File: src/rtl/priority_encoder.sv
// priority_encoder: captures 8 request lines into a pending mask and presents one
// encoded index at a time over a valid/ready handshake.
//   RR_MODE    : 0 = fixed priority (index 7 highest), 1 = round-robin
//   clk, rst_n : clock, asynchronous active-low reset
//   enable     : active-low chip enable; gates capture and new loads
//   din        : request lines, one per source index
//   dout       : encoded index being presented
//   dout_valid : dout holds a valid index
//   dout_ready : consumer accepts dout this cycle
//   pending    : captured, not-yet-accepted requests
//   overflow   : sticky, a request hit an already-pending bit
module priority_encoder #(
    parameter int unsigned RR_MODE = 0
) (
    input  logic       clk,
    input  logic       rst_n,
    input  logic       enable,
    input  logic [7:0] din,
    output logic [2:0] dout,
    output logic       dout_valid,
    input  logic       dout_ready,
    output logic [7:0] pending,
    output logic       overflow
);

    localparam int unsigned W  = 8;
    localparam int unsigned IW = 3;

    typedef enum logic {
        IDLE    = 1'b0,
        PRESENT = 1'b1
    } state_t;

    state_t         state, state_nx;
    logic [IW-1:0]  dout_nx;
    logic           dout_valid_nx;
    logic [W-1:0]   pending_nx;
    logic           overflow_nx;
    logic [IW-1:0]  last, last_nx;

    logic           xfer_c;
    logic [W-1:0]   clr_c;
    logic [W-1:0]   set_c;
    logic [W-1:0]   cand_c;
    logic [IW-1:0]  base_c;
    logic [IW-1:0]  probe_c;
    logic [IW-1:0]  sel_idx_c;
    logic           sel_any_c;

    // Handshake and per-cycle set/clear masks; the search excludes the bit leaving now
    always_comb begin : masks_p
        xfer_c = dout_valid & dout_ready;
        clr_c  = xfer_c ? (W'(1) << dout) : '0;
        set_c  = enable ? '0 : din;
        cand_c = pending & ~clr_c;
        base_c = xfer_c ? dout : last;
    end

    // Index selection over cand_c; later loop iterations override earlier ones
    always_comb begin : select_p
        sel_any_c = 1'b0;
        sel_idx_c = '0;
        probe_c   = '0;
        if (RR_MODE == 0) begin
            for (int i = 0; i < int'(W); i++) begin
                if (cand_c[i]) begin
                    sel_any_c = 1'b1;
                    sel_idx_c = IW'(i);
                end
            end
        end else begin
            // k = 8 truncates to base itself, so the base index is searched last
            for (int k = int'(W); k >= 1; k--) begin
                probe_c = base_c + IW'(k);
                if (cand_c[probe_c]) begin
                    sel_any_c = 1'b1;
                    sel_idx_c = probe_c;
                end
            end
        end
    end

    // Next-state and next-output logic
    always_comb begin : next_p
        state_nx      = state;
        dout_nx       = dout;
        dout_valid_nx = dout_valid;
        last_nx       = last;
        // set wins over clear on a collision, and a colliding set is not an overflow
        pending_nx    = (pending & ~clr_c) | set_c;
        overflow_nx   = overflow | (|(set_c & pending & ~clr_c));
        case (state)
            IDLE: begin
                if (!enable && sel_any_c) begin
                    state_nx      = PRESENT;
                    dout_nx       = sel_idx_c;
                    dout_valid_nx = 1'b1;
                end
            end
            PRESENT: begin
                if (xfer_c) begin
                    last_nx = dout;
                    if (!enable && sel_any_c) begin
                        dout_nx = sel_idx_c;
                    end else begin
                        state_nx      = IDLE;
                        dout_valid_nx = 1'b0;
                    end
                end
            end
            default: begin
                state_nx      = IDLE;
                dout_valid_nx = 1'b0;
            end
        endcase
    end

    // State and output registers
    always_ff @(posedge clk or negedge rst_n) begin : regs_p
        if (!rst_n) begin
            state      <= IDLE;
            dout       <= '0;
            dout_valid <= 1'b0;
            pending    <= '0;
            overflow   <= 1'b0;
            last       <= IW'(7);
        end else begin
            state      <= state_nx;
            dout       <= dout_nx;
            dout_valid <= dout_valid_nx;
            pending    <= pending_nx;
            overflow   <= overflow_nx;
            last       <= last_nx;
        end
    end

endmodule

File: config.mk
export PLATFORM = sky130hd
export DESIGN_NAME = priority_encoder
export DESIGN_NICKNAME = d
export VERILOG_FILES = /design/src/rtl/priority_encoder.sv
export SDC_FILE = /design/constraint.sdc
export NUM_CORES = 1
export LEC_CHECK = 0
export ABC_AREA = 1
export CAP_MARGIN = 5
export CORE_MARGIN = 2
export CORE_UTILIZATION = 44
export CTS_CLUSTER_DIAMETER = 80
export DETAILED_ROUTE_END_ITERATION = 8
export PLACE_DENSITY = 0.79
export SKIP_LAST_GASP = 1
export SYNTH_ARGS = -nofsm -noshare
export SYNTH_HDL_FRONTEND = slang
export SYNTH_SLANG_ARGS = --single-unit
File: constraint.sdc
create_clock -name clk -period 1.6 [get_ports clk]
set_input_delay 0.16 -clock clk [delete_from_list [all_inputs] [get_ports clk]]
set_output_delay 0.16 -clock clk [all_outputs]
set_load 0.01 [all_outputs]
---- After elaboration in Yosys (flattened, before gate mapping) ----
Cells that the tools add are included.
word-level totals
  register bits after elaboration ......... 14
  bits in latches ......................... 0
  bits in writable memories ............... 0
  ROM bits ................................ 0
  memories ................................ 0
cells by class
  add/subtract/negate cells ............... 0
  $mul .................................... 0
  divide/modulo/power cells ............... 0
  $lt $le $gt $ge ......................... 0
  equal/unequal tests ..................... 3
  shift-type cells ........................ 1
  muxes and demuxes ....................... 27
  bitwise gates (word level) .............. 8
  reductions and logical operators ........ 4
operators with widths
  operator               number
  $and A8 B8 Y8          3
  $mux W3                8
  $mux W8                2
  $mux W1                14
  $not A8 Y8             1
  $or A8 B8 Y8           1
  $reduce_or A8 Y1       1
  $shl A1 B3 Y8 const A  1
  $pmux W3 S2            1
  $ne A2 B2 Y1 const B   2
  $pmux W1 S2            2
  $reduce_and A3 Y1      1
  $ne A2 B1 Y1 const B   1
  $and A1 B1 Y1          1
  $logic_and A1 B1 Y1    1
  $logic_not A1 Y1       1
  $not A1 Y1             1
  $or A1 B1 Y1           1

---- Longest topological paths before layout ----
  word-level depth ........................ 16
  gate-level depth with buffers ........... 12
  mapped depth without buffers ............ 12

---- Least setup slack after synthesis ----
OpenSTA, ideal clock, no wires.
  path kind ............................... register -> register
  start ................................... register dout_valid
  end ..................................... register dout[0]
  data arrival time ....................... 1.243 ns
  required time ........................... 1.484 ns
  slack ................................... 0.240 ns
  cell stages (with the launch flop) ...... 12
  clock period less this slack ............ 1.360 ns
  cells stage by stage .................... dfrtp_1 > nand2_1 > nor2_2 > nand2_1 > nand2_2 > nand2_1 > nor2_2 > nand2_2 > nand3_2 > inv_2 > nand2_1 > nand2_1
on the way
  word-level cells in the longest chain between the ends .. 16
  elaborated cells on any way between the ends .. 24
RTL lines
  element                   RTL line  text
  start: declaration        20        output logic dout_valid,
  start signal: assignment  130       dout_valid <= dout_valid_nx;
  $and A1 B1 Y1 *           52        xfer_c = dout_valid & dout_ready;
  $mux W8                   53        clr_c = xfer_c ? (W'(1) << dout) : '0;
  $not A8 Y8                55        cand_c = pending & ~clr_c;
  $and A8 B8 Y8             55
  $mux W1 (8 in series)     66        if (cand_c[i]) begin
  $logic_and A1 B1 Y1       94, 103
  $mux W3                   94, 103
  $mux W3                   101       if (xfer_c) begin
  $pmux W3 S2               92        case (state)
  end signal: assignment    129       dout <= dout_nx;
  end: declaration          19        output logic [2:0] dout,
Every way passes the cells marked *; elsewhere a longest branch is shown, timed or not. The select of a mux whose other input is x is not followed.
A chain may end at the register's enable or synchronous reset.

---- Final worst setup path ----
  start ................................... input port dout_ready
  end ..................................... register dout_valid
on the way
  word-level cells in the longest chain between the ends .. 15
  elaborated cells on any way between the ends .. 17
RTL lines
  element                        RTL line  text
  start: declaration             21        input logic dout_ready,
  $and A1 B1 Y1 *                52
  $mux W8                        53
  $not A8 Y8                     55
  $and A8 B8 Y8                  55
  $mux W1 (8 in series)          66
  $logic_and A1 B1 Y1            94, 103
  $ne A2 B2 Y1 (no line)         n/a
  $reduce_and A3 Y1 (no line) *  n/a
Every way passes the cells marked *; elsewhere a longest branch is shown, timed or not.

==> impl_results.md <==
* Status: complete, no violations
* Avg Cell Area, Syn at 7.48 µm²
* Syn nets at 114
* H-tree Lvls at 1
* # diodes at 0
* Die Y-Extent at 45.7 µm
* Crit start category: input port
* Pleak at 0.536 nW
* Vias in the first global route at 736
* DR vias at 791
* Layout cell share with drive strength beyond 1 at 26.8%
* Reg2reg start: dout_valid
* CP Capture Type: flip-flop
* Yosys warns at 0
* Initial antenna violation count at 0
* Post-synthesis cell type count at 20
* Setup-failing EPs final at 0
* Die area at 0.00208 mm²
* Max IR drop VDD at ~610 µV
* Reg clk slew, reported paths at 0.08 ns
* Remaining Overflow, GRT at 0
* Fillers at about 150
* Crit Path Category: in -> reg
* Global Route Usage Sum at 21.8%
* CTS tree: built
* Post-synthesis sequential area ratio at 45.9%
* WL final at 1910 µm
* Final Wtd Congestion at 0.808
* Hpwl dp at 1500 µm
* Largest net degree at the start of global routing at 15
* Mapped Cells at 102
* DR iter-0 viols at 17
* Slew margin rel. at 82.7%
* FMAX at 674 MHz
* Synthesized area at 763 µm²
* Clock root cell: clkbuf_4
* CTS Buf Count at 3
* Least-Margin Pin Slew at 0.259 ns
* IO Count at 25
* CP startpoint: dout_ready
* Drt via density at 4.97
* Final min period at 1.48 ns
* Hold WC Path Type: in -> async
* Ratio of final minimum period to clock period at 92.7%
* DRT Pass-1 Iters at 4
* CP max FO at 5
* Clock Latency Late Sink at between 0.2 and 0.3 ns
* Antenna Nets Post-Route at 0
* CTS max path bufs at 2
* Area Growth Syn to Fin at 51.1%
* Std-Cell Rows at 15
* Cell taking the most area after synthesis: dfrtp_1
* Clk sinks at 14
* Initial Utilization at a little under half
* Synthesized flop and latch total at 14
* PortBufs at 24
* Max cap viols at 0
* CTS Hold Bufs at 0
* Power Dens Cells at 1150 mW/mm²
* Worst EP arrival at 1.67 ns
* Synth area leaders: dfrtp_1 46%, nand2_1 18%, nand2_2 8.2%
* DR DRC count at 0
* Wire per inst at 12.0 µm
* Setup ws final at around 0.12 ns
* Max Clock Skew at 0.00399 ns
* First-pass GRT wire length at ~3200 µm
* Die width at roughly 46 µm
* Final Power at 0.00132 W
* Post-synth top area share at 45.9%
* Final hold violations at 0
* Layout Nets at 156
* Pre-CTS setup slack at -0.184 ns
* Core Footprint at between 0.0015 and 0.002 mm²
* Final Slew Violations at 0
* Critical Path RT at 1.79 ns
==> timing repair <==
item | CTS | global route
resized for setup | 0 | 4
endpoints found under the setup margin | 0 | 3
buffers inserted | 0 | 1
==> Yosys cell counts <==
cell type	n
dfrtp_1	14
nand4_1	2
o21ai_0	4
nor3_1	4
nor2_4	1
clkinv_1	1
nand2_2	10
o22ai_1	1
nor2_1	5
o21ai_1	1
a21oi_1	1
inv_1	9
nand3b_1	1
nand3_1	2
nand3_2	1
nor2_2	4
nand2_1	37
inv_2	2
a31oi_1	1
o21ai_2	1
==> metal layers <==
| metal | vias up | track usage, % | part of all wire (%) |
|---|---|---|---|
| li1 | 403 | - | - |
| met1 | 362 | 27.4 | 44 |
| met2 | 21 | 35.2 | 51 |
| met3 | 5 | 5.56 | 3.8 |
| met4 | 0 | 8.82 | 1.7 |
| met5 | - | 0 | 0 |
==> area by class of cell <==
class / count / area [µm²] / area share [%]
Multi-Input combinational cell: 76 / 373 / 32.3
Sequential cell: 14 / 354 / 30.7
Timing Repair Buffer: 37 / 338 / 29.3
Inverter: 12 / 45.0 / 3.90
Clock buffer: 3 / 22.5 / 1.95
Tap cell: 17 / 21.3 / 1.84
==> power breakdown <==
group          total (W)  internal, W  switching, W
clock network   0.000202    0.0000875      0.000115
registers       0.000535     0.000437     0.0000982
logic           0.000587     0.000305      0.000281
==> state kept, by name, indices dropped and copies added, names as in the netlist <==
register    cells
pending         8
dout            3
dout_valid      1
overflow        1
state           1
==> kinds of logic (layout without fill, tap and decap cells) <==
family / Yosys count / count (layout) / synth area share, %
flip-flops: 14 / 14 / 45.9
AND/OR/NAND/NOR: 67 / 67 / 41.5
AO/OA/AOI/OAI: 9 / 9 / 6.72
buffers and inverters: 12 / 52 / 5.90
==> placed cells by master, fill, tap and decap left out, types with 2 or more instances in the layout <==
master           Yosys  routed
dfrtp_2              0       3
buf_4                0      13
nand4_1              2       2
clkbuf_4             0       3
nor2_1               5       5
nand2_1             37      37
nor3_1               4       4
nor2_2               4       3
o21ai_0              4       4
nor2_4               1       2
inv_1                9       9
nand2_2             10      10
inv_2                2       2
nand3_1              2       2
clkdlybuf4s50_1      0      24
dfrtp_1             14      11
==> critical path, stage by stage <==
cell             delay, ns
clkdlybuf4s50_1       0.51
nand2_1               0.13
nor2_4                0.15
nand2_1               0.08
nand2_1               0.09
nand2_1               0.08
nor2_2                0.11
nand2_2               0.07
nand2_1               0.08
nand3_1               0.09
nand2_1               0.08
inv_1                 0.04
==> worst paths after layout <==
path | to | slack (ns) | cells past startpoint
setup / recovery | dout_valid | 0.12 | 12
hold / removal | dout[2] | 0.17 | 2
setup reg to reg | dout_valid | 0.12 | 11
hold reg to reg | overflow | 0.52 | 2
max in group asynchronous | dout[1] | 1.24 | 2
min in group clk | pending[7] | 0.44 | 3
==> through the flow <==
stage | utilization, % | setup TNS (ns) | hold WS [ns] | cell area, µm² | cells
after detailed placement | 66.7 | -0.732 | 0.487 | 1110 | 155
after global placement | 66.7 | -0.329 | 0.485 | 1110 | 155
final | 69.1 | 0 | 0.171 | 1150 | 159
after floorplan | - | 0 | -0.136 | 763 | 102
after CTS | 68.1 | 0 | 0.183 | 1140 | 158
after global routing | 69.1 | -0.00674 | 0.182 | 1150 | 159
Power figures use the tool's default switching activity.
==> patch 1 (same flow settings) <==
Put one more register stage on the output `overflow`, with the module's reset. The value now appears one clock later. The other outputs are not delayed to match.
--- a/src/rtl/priority_encoder.sv
+++ b/src/rtl/priority_encoder.sv
@@ -32,2 +32,4 @@
     } state_t;
+
+    logic overflow_s0;
 
@@ -90,3 +92,3 @@
         pending_nx    = (pending & ~clr_c) | set_c;
-        overflow_nx   = overflow | (|(set_c & pending & ~clr_c));
+        overflow_nx   = overflow_s0 | (|(set_c & pending & ~clr_c));
         case (state)
@@ -124,3 +126,3 @@
             pending    <= '0;
-            overflow   <= 1'b0;
+            overflow_s0 <= 1'b0;
             last       <= IW'(7);
@@ -131,4 +133,12 @@
             pending    <= pending_nx;
-            overflow   <= overflow_nx;
+            overflow_s0 <= overflow_nx;
             last       <= last_nx;
+        end
+    end
+
+    always_ff @(posedge clk or negedge rst_n) begin
+        if (!rst_n) begin
+            overflow <= '0;
+        end else begin
+            overflow <= overflow_s0;
         end
Check against the original RTL: not equivalent (Yosys sat finds a counterexample within 4 cycles, from zero or initial values and one cycle with rst_n low).
==> patch 1 against the original RTL <==
Sequential cell count rose by 1. Power rose by 2.3%. Sequential share of layout area rose by 1.2 points. Global-route usage fell by 1.7 points. Clock power rose by 9%. Clock skew barely moved. Utilization rose by 0.31 points. Via count fell by 1.0%. Area after synthesis rose by 3.3%. Setup slack got worse by 0.011 ns. Design area rose by 2.7%. Routed wire length fell by 3.4%. First-iteration DRC count fell by 47%. Largest cell class unchanged.
==> patch 1: results <==
[pwr]
power_leakage_nw = 0.5322
p_switching_w = 0.0005107
finalPower_w = 0.001354
ir_worst_vdd_v = 0.0007188
p_seq_w = 0.000563
p_comb_w = 0.000570

[yosys]
syn-num-nets = 115
async_flop_share = 1.000
ys_top_cells_by_count = nand2_1 (37), dfrtp_1 (15), nand2_2 (10)
ys_warn_count = 0
yosys-top-cells-area = dfrtp_1 (48%), nand2_1 (18%), nand2_2 (7.9%), inv_1 (4.3%), nor2_2 (3.2%)
ys_types = 20
ys.flop_type = dfrtp_1
synth_seq_area_share = 0.4762
syn_area_per_cell_sq_um = 7.653

[timing]
skew_ns = 0.003740
tightest_slew_ns = 0.3229
layout_min_cycle_time_ns = 1.494

[global_route]
antenna_found_initial = 0
track_usage = 0.2006
met2_usage = 0.3361
grt_max_degree = 16
grt_pass1_vias = 720
grt_pass1_wl_mm = 3.008
gr-usage-met1 = 0.2356
use_met3 = 0.04314

[routing]
met1_length_um = 791
dr.first_iter.drc_count = 9
maxUsedRoutingLayer = met4
wl_met2_um = 948
avgViaCountPerCell = 4.745
drt-pass1-iter-count = 4
post-route-drc-count = 0
routedWlPerCell_um = 11.21
via_count = 783
met3_length_um = 71

[clock_tree]
path_clk_slew_ns = 0.09
cts_buffers = 3
h-tree-depth = 1
clock_latency_ns = 0.29
clk_path_buf_depth = 2
cts_root_buf = clkbuf_4

[outcome]
status = finished, final reports clean

[placed_design]
post-place-ws_ns = -0.1831
dp_cells = 161
gp_congestion = 0.8537
io_buffer_count = 24
dp_hpwl_mm = 1.430

[worst_setup_path]
crit_arrival_ns = 1.69
r2r_cells = 11
r2r_setup_slack_ns = 0.11
cp_max_fo = 5

[cells_and_area]
nNetsFinal = 153
nFillCells = 129
drive_gt1_frac = 0.2786
antenna_cells = 0
top_regs = pending: 8 flops, dout: 3 flops

[min_path]
hold_class = in2async
-- patch 1: cell types whose count changed in the layout (fill, tap and decap cells not counted), sizes merged --
cell,before,now
buf,13,9
clkinv,1,2
dfrtp,14,15
-- patch 1: cells by family after synthesis --
logic type / share of synthesized area
compound gates: 0.06508
buf+inv: 0.05714
simple gates: 0.4016
flops: 0.4762
-- patch 1: critical path, stage by stage, from the launching register on --
cell and delay [ns]:
dfrtp_1 0.41, nand2_2 0.09, nor2_4 0.16, nand2_1 0.08
nand2_2 0.10, nand2_2 0.08, nor2_2 0.09, nand2_2 0.10
nand2_2 0.08, nand3_1 0.08, nand2_1 0.08, inv_1 0.04
-- patch 1: worst paths after layout --
check,end,from
setup / recovery,dout_valid$_DFFE_PN0P_,dout_valid$_DFFE_PN0P_
hold / removal,dout[1]$_DFFE_PN0P_,rst_n
setup reg to reg,dout_valid$_DFFE_PN0P_,dout_valid$_DFFE_PN0P_
hold reg to reg,overflow$_DFF_PN0_,overflow_s0$_DFF_PN0_
max in group asynchronous,dout[0]$_DFFE_PN0P_,rst_n
min in group clk,overflow$_DFF_PN0_,overflow_s0$_DFF_PN0_
-- patch 1: area by class of cell --
cell class / count / area share
sequential: 15 / 0.3189
timing repair buffer: 33 / 0.2598
clock buffer: 3 / 0.01901
inverter: 12 / 0.03801
multi-input combinational: 76 / 0.3337
clock inverter: 1 / 0.004224
tap: 25 / 0.02640
-- patch 1: stage by stage --
step / hold slack [ns] / area, sq um
floorplan: -0.1356 / 788.3
global placement: 0.3645 / 1127
detailed placement: 0.3719 / 1127
CTS: 0.1748 / 1155
global route: 0.1830 / 1185
finish: 0.1689 / 1185
-- patch 1: timing repair --
action,4_1_cts,5_1_grt
resized for setup,0,9
hold buffers,0,0
endpoints found under the setup margin,0,4
setup buffers,0,0
==> patch 2 (same flow settings) <==
Without the edit above. `pending` no longer has a reset.
--- a/src/rtl/priority_encoder.sv
+++ b/src/rtl/priority_encoder.sv
@@ -123,3 +123,2 @@
             dout_valid <= 1'b0;
-            pending    <= '0;
             overflow   <= 1'b0;
@@ -130,3 +129,2 @@
             dout_valid <= dout_valid_nx;
-            pending    <= pending_nx;
             overflow   <= overflow_nx;
@@ -136,2 +134,6 @@
 
+    always_ff @(posedge clk) begin
+        pending <= pending_nx;
+    end
+
 endmodule
Formal check against the unedited RTL: not equivalent (Yosys sat finds a counterexample within 4 cycles, from zero or initial values and one cycle with rst_n low).
==> patch 2 against the original RTL <==
Area after synthesis fell by 5.2%. Setup slack got worse by 0.0052 ns. Routed wire length fell by 5.7%. Maximum frequency fell by 0.35%. Utilization rose by 3.1 points. Synthesized cell count did not move. Sequential power fell by 0.9%. Design area fell by 4.7%. Power fell by 0.18%. Sequential cell count did not move. Critical endpoint is now dout[1]. Largest cell class unchanged.
==> patch 2: results <==
[global_route]
grt_pass1_vias = 731
antenna_found_initial = 0
grt_pass1_wl_mm = 2.960
track_usage = 0.2034
grt_max_degree = 10

[clock_tree]
h-tree-depth = 1
cts_setup_buffers = 0
cts_buffers = 3
clock_latency_ns = 0.29
cts_root_buf = clkbuf_4
path_clk_slew_ns = 0.09
clk_path_buf_depth = 2
cts_resized = 0

[cells_and_area]
nNetsFinal = 154
nFillCells = 126
area_growth_pct = 52.08
drive_gt1_frac = 0.2482
antenna_cells = 0
top_regs = pending: 8 flops, dout: 3 flops

[worst_setup_path]
r2r_cells = 11
cp_max_fo = 6
crit_family = buffers and inverters
crit_arrival_ns = 1.33
slowest_delay_ns = 0.58
cp_slowest_cell = clkdlybuf4s50_1

[pwr]
ir_worst_vdd_v = 0.0007264
power_leakage_nw = 0.5221

[yosys]
synth_seq_area_share = 0.4291
yosys-top-cells-area = dfxtp_1 (22%), dfrtp_1 (21%), nand2_1 (19%), nand2_2 (8.7%), inv_1 (4.7%)
ys_warn_count = 0
ys_top_cells_by_count = nand2_1 (37), nand2_2 (10), inv_1 (9)
async_flop_share = 0.4286
ys_types = 21
syn-num-nets = 114

[outcome]
status = finished, final reports clean

[placed_design]
io_buffer_count = 24
gp_congestion = 0.8111
dp_hpwl_mm = 1.466
postPlaceCellArea_sq_um = 1066

[timing]
tightest_slew_ns = 0.2860
skew_ns = 0.006915

[routing]
drt-pass1-iter-count = 5
routed_wl_mm = 1.805
dr.first_iter.drc_count = 28
avgViaCountPerCell = 5.115

[min_path]
hold_class = in2async
## patch 2: per-layer routing
| metal | routed length (um) | up-vias | track usage |
|---|---|---|---|
| li1 | - | 400 | - |
| met1 | 761 | 361 | 0.2500 |
| met2 | 883 | 37 | 0.3362 |
| met3 | 121 | 5 | 0.03265 |
| met4 | 39 | 0 | 0.1091 |
| met5 | 0 | - | 0 |
## patch 2: final timing paths
| kind | startpoint | slack, ns | end |
|---|---|---|---|
| max in group asynchronous | rst_n | 1.26 | dout[2]$_DFFE_PN0P_ |
| min in group clk | din[0] | 0.44 | pending[0]$_DFF_P_ |
| worst max-delay path | dout[1]$_DFFE_PN0P_ | 0.11 | dout[1] |
| worst min register to register | overflow$_DFF_PN0_ | 0.50 | overflow$_DFF_PN0_ |
| worst max register to register | dout_valid$_DFFE_PN0P_ | 0.12 | dout_valid$_DFFE_PN0P_ |
| worst min-delay path | rst_n | 0.11 | dout[1]$_DFFE_PN0P_ |
## patch 2: worst register-to-register path, delay by kind of cell (launching register included)
| kind | cells | cell delay, ns |
|---|---|---|
| AND/OR/NAND/NOR | 10 | 0.93 |
| flip-flops | 1 | 0.41 |
| buffers and inverters | 1 | 0.03 |
## patch 2: metrics by stage
| step | std cells | setup WS [ns] | hold slack (ns) | total power (W) |
|---|---|---|---|---|
| 2_1_floorplan | 102 | 0.2406 | -0.1356 | 0.0007813 |
| 3_3_place_gp | 153 | -0.07953 | 0.4398 | 0.001087 |
| 3_5_place_dp | 153 | -0.1240 | 0.4395 | 0.001099 |
| 4_1_cts | 157 | 0.1022 | 0.1322 | 0.001312 |
| 5_1_grt | 157 | -0.01237 | 0.1398 | 0.001399 |
| 6_report | 157 | 0.1119 | 0.1060 | 0.001321 |
## patch 2: cells by family (layout without fill, tap and decap cells)
family	after synthesis	count (layout)	share of synthesized area
simple gates	67	67	0.4377
flops	14	14	0.4291
buf+inv	12	51	0.06228
compound gates	9	9	0.07094
## patch 2: cell type report
type	count	share of cell area
Multi-Input combinational cell	76	0.3390
Timing Repair Buffer	35	0.2935
Inverter	12	0.04096
Clock buffer	4	0.02389
Sequential cell	14	0.2844
Tap cell	16	0.01820
## patch 2: power breakdown
group	switching [W]	total (W)	internal, W
registers	0.0000959	0.000530	0.000434
clock network	0.000121	0.000218	0.0000969
logic	0.000272	0.000574	0.000302
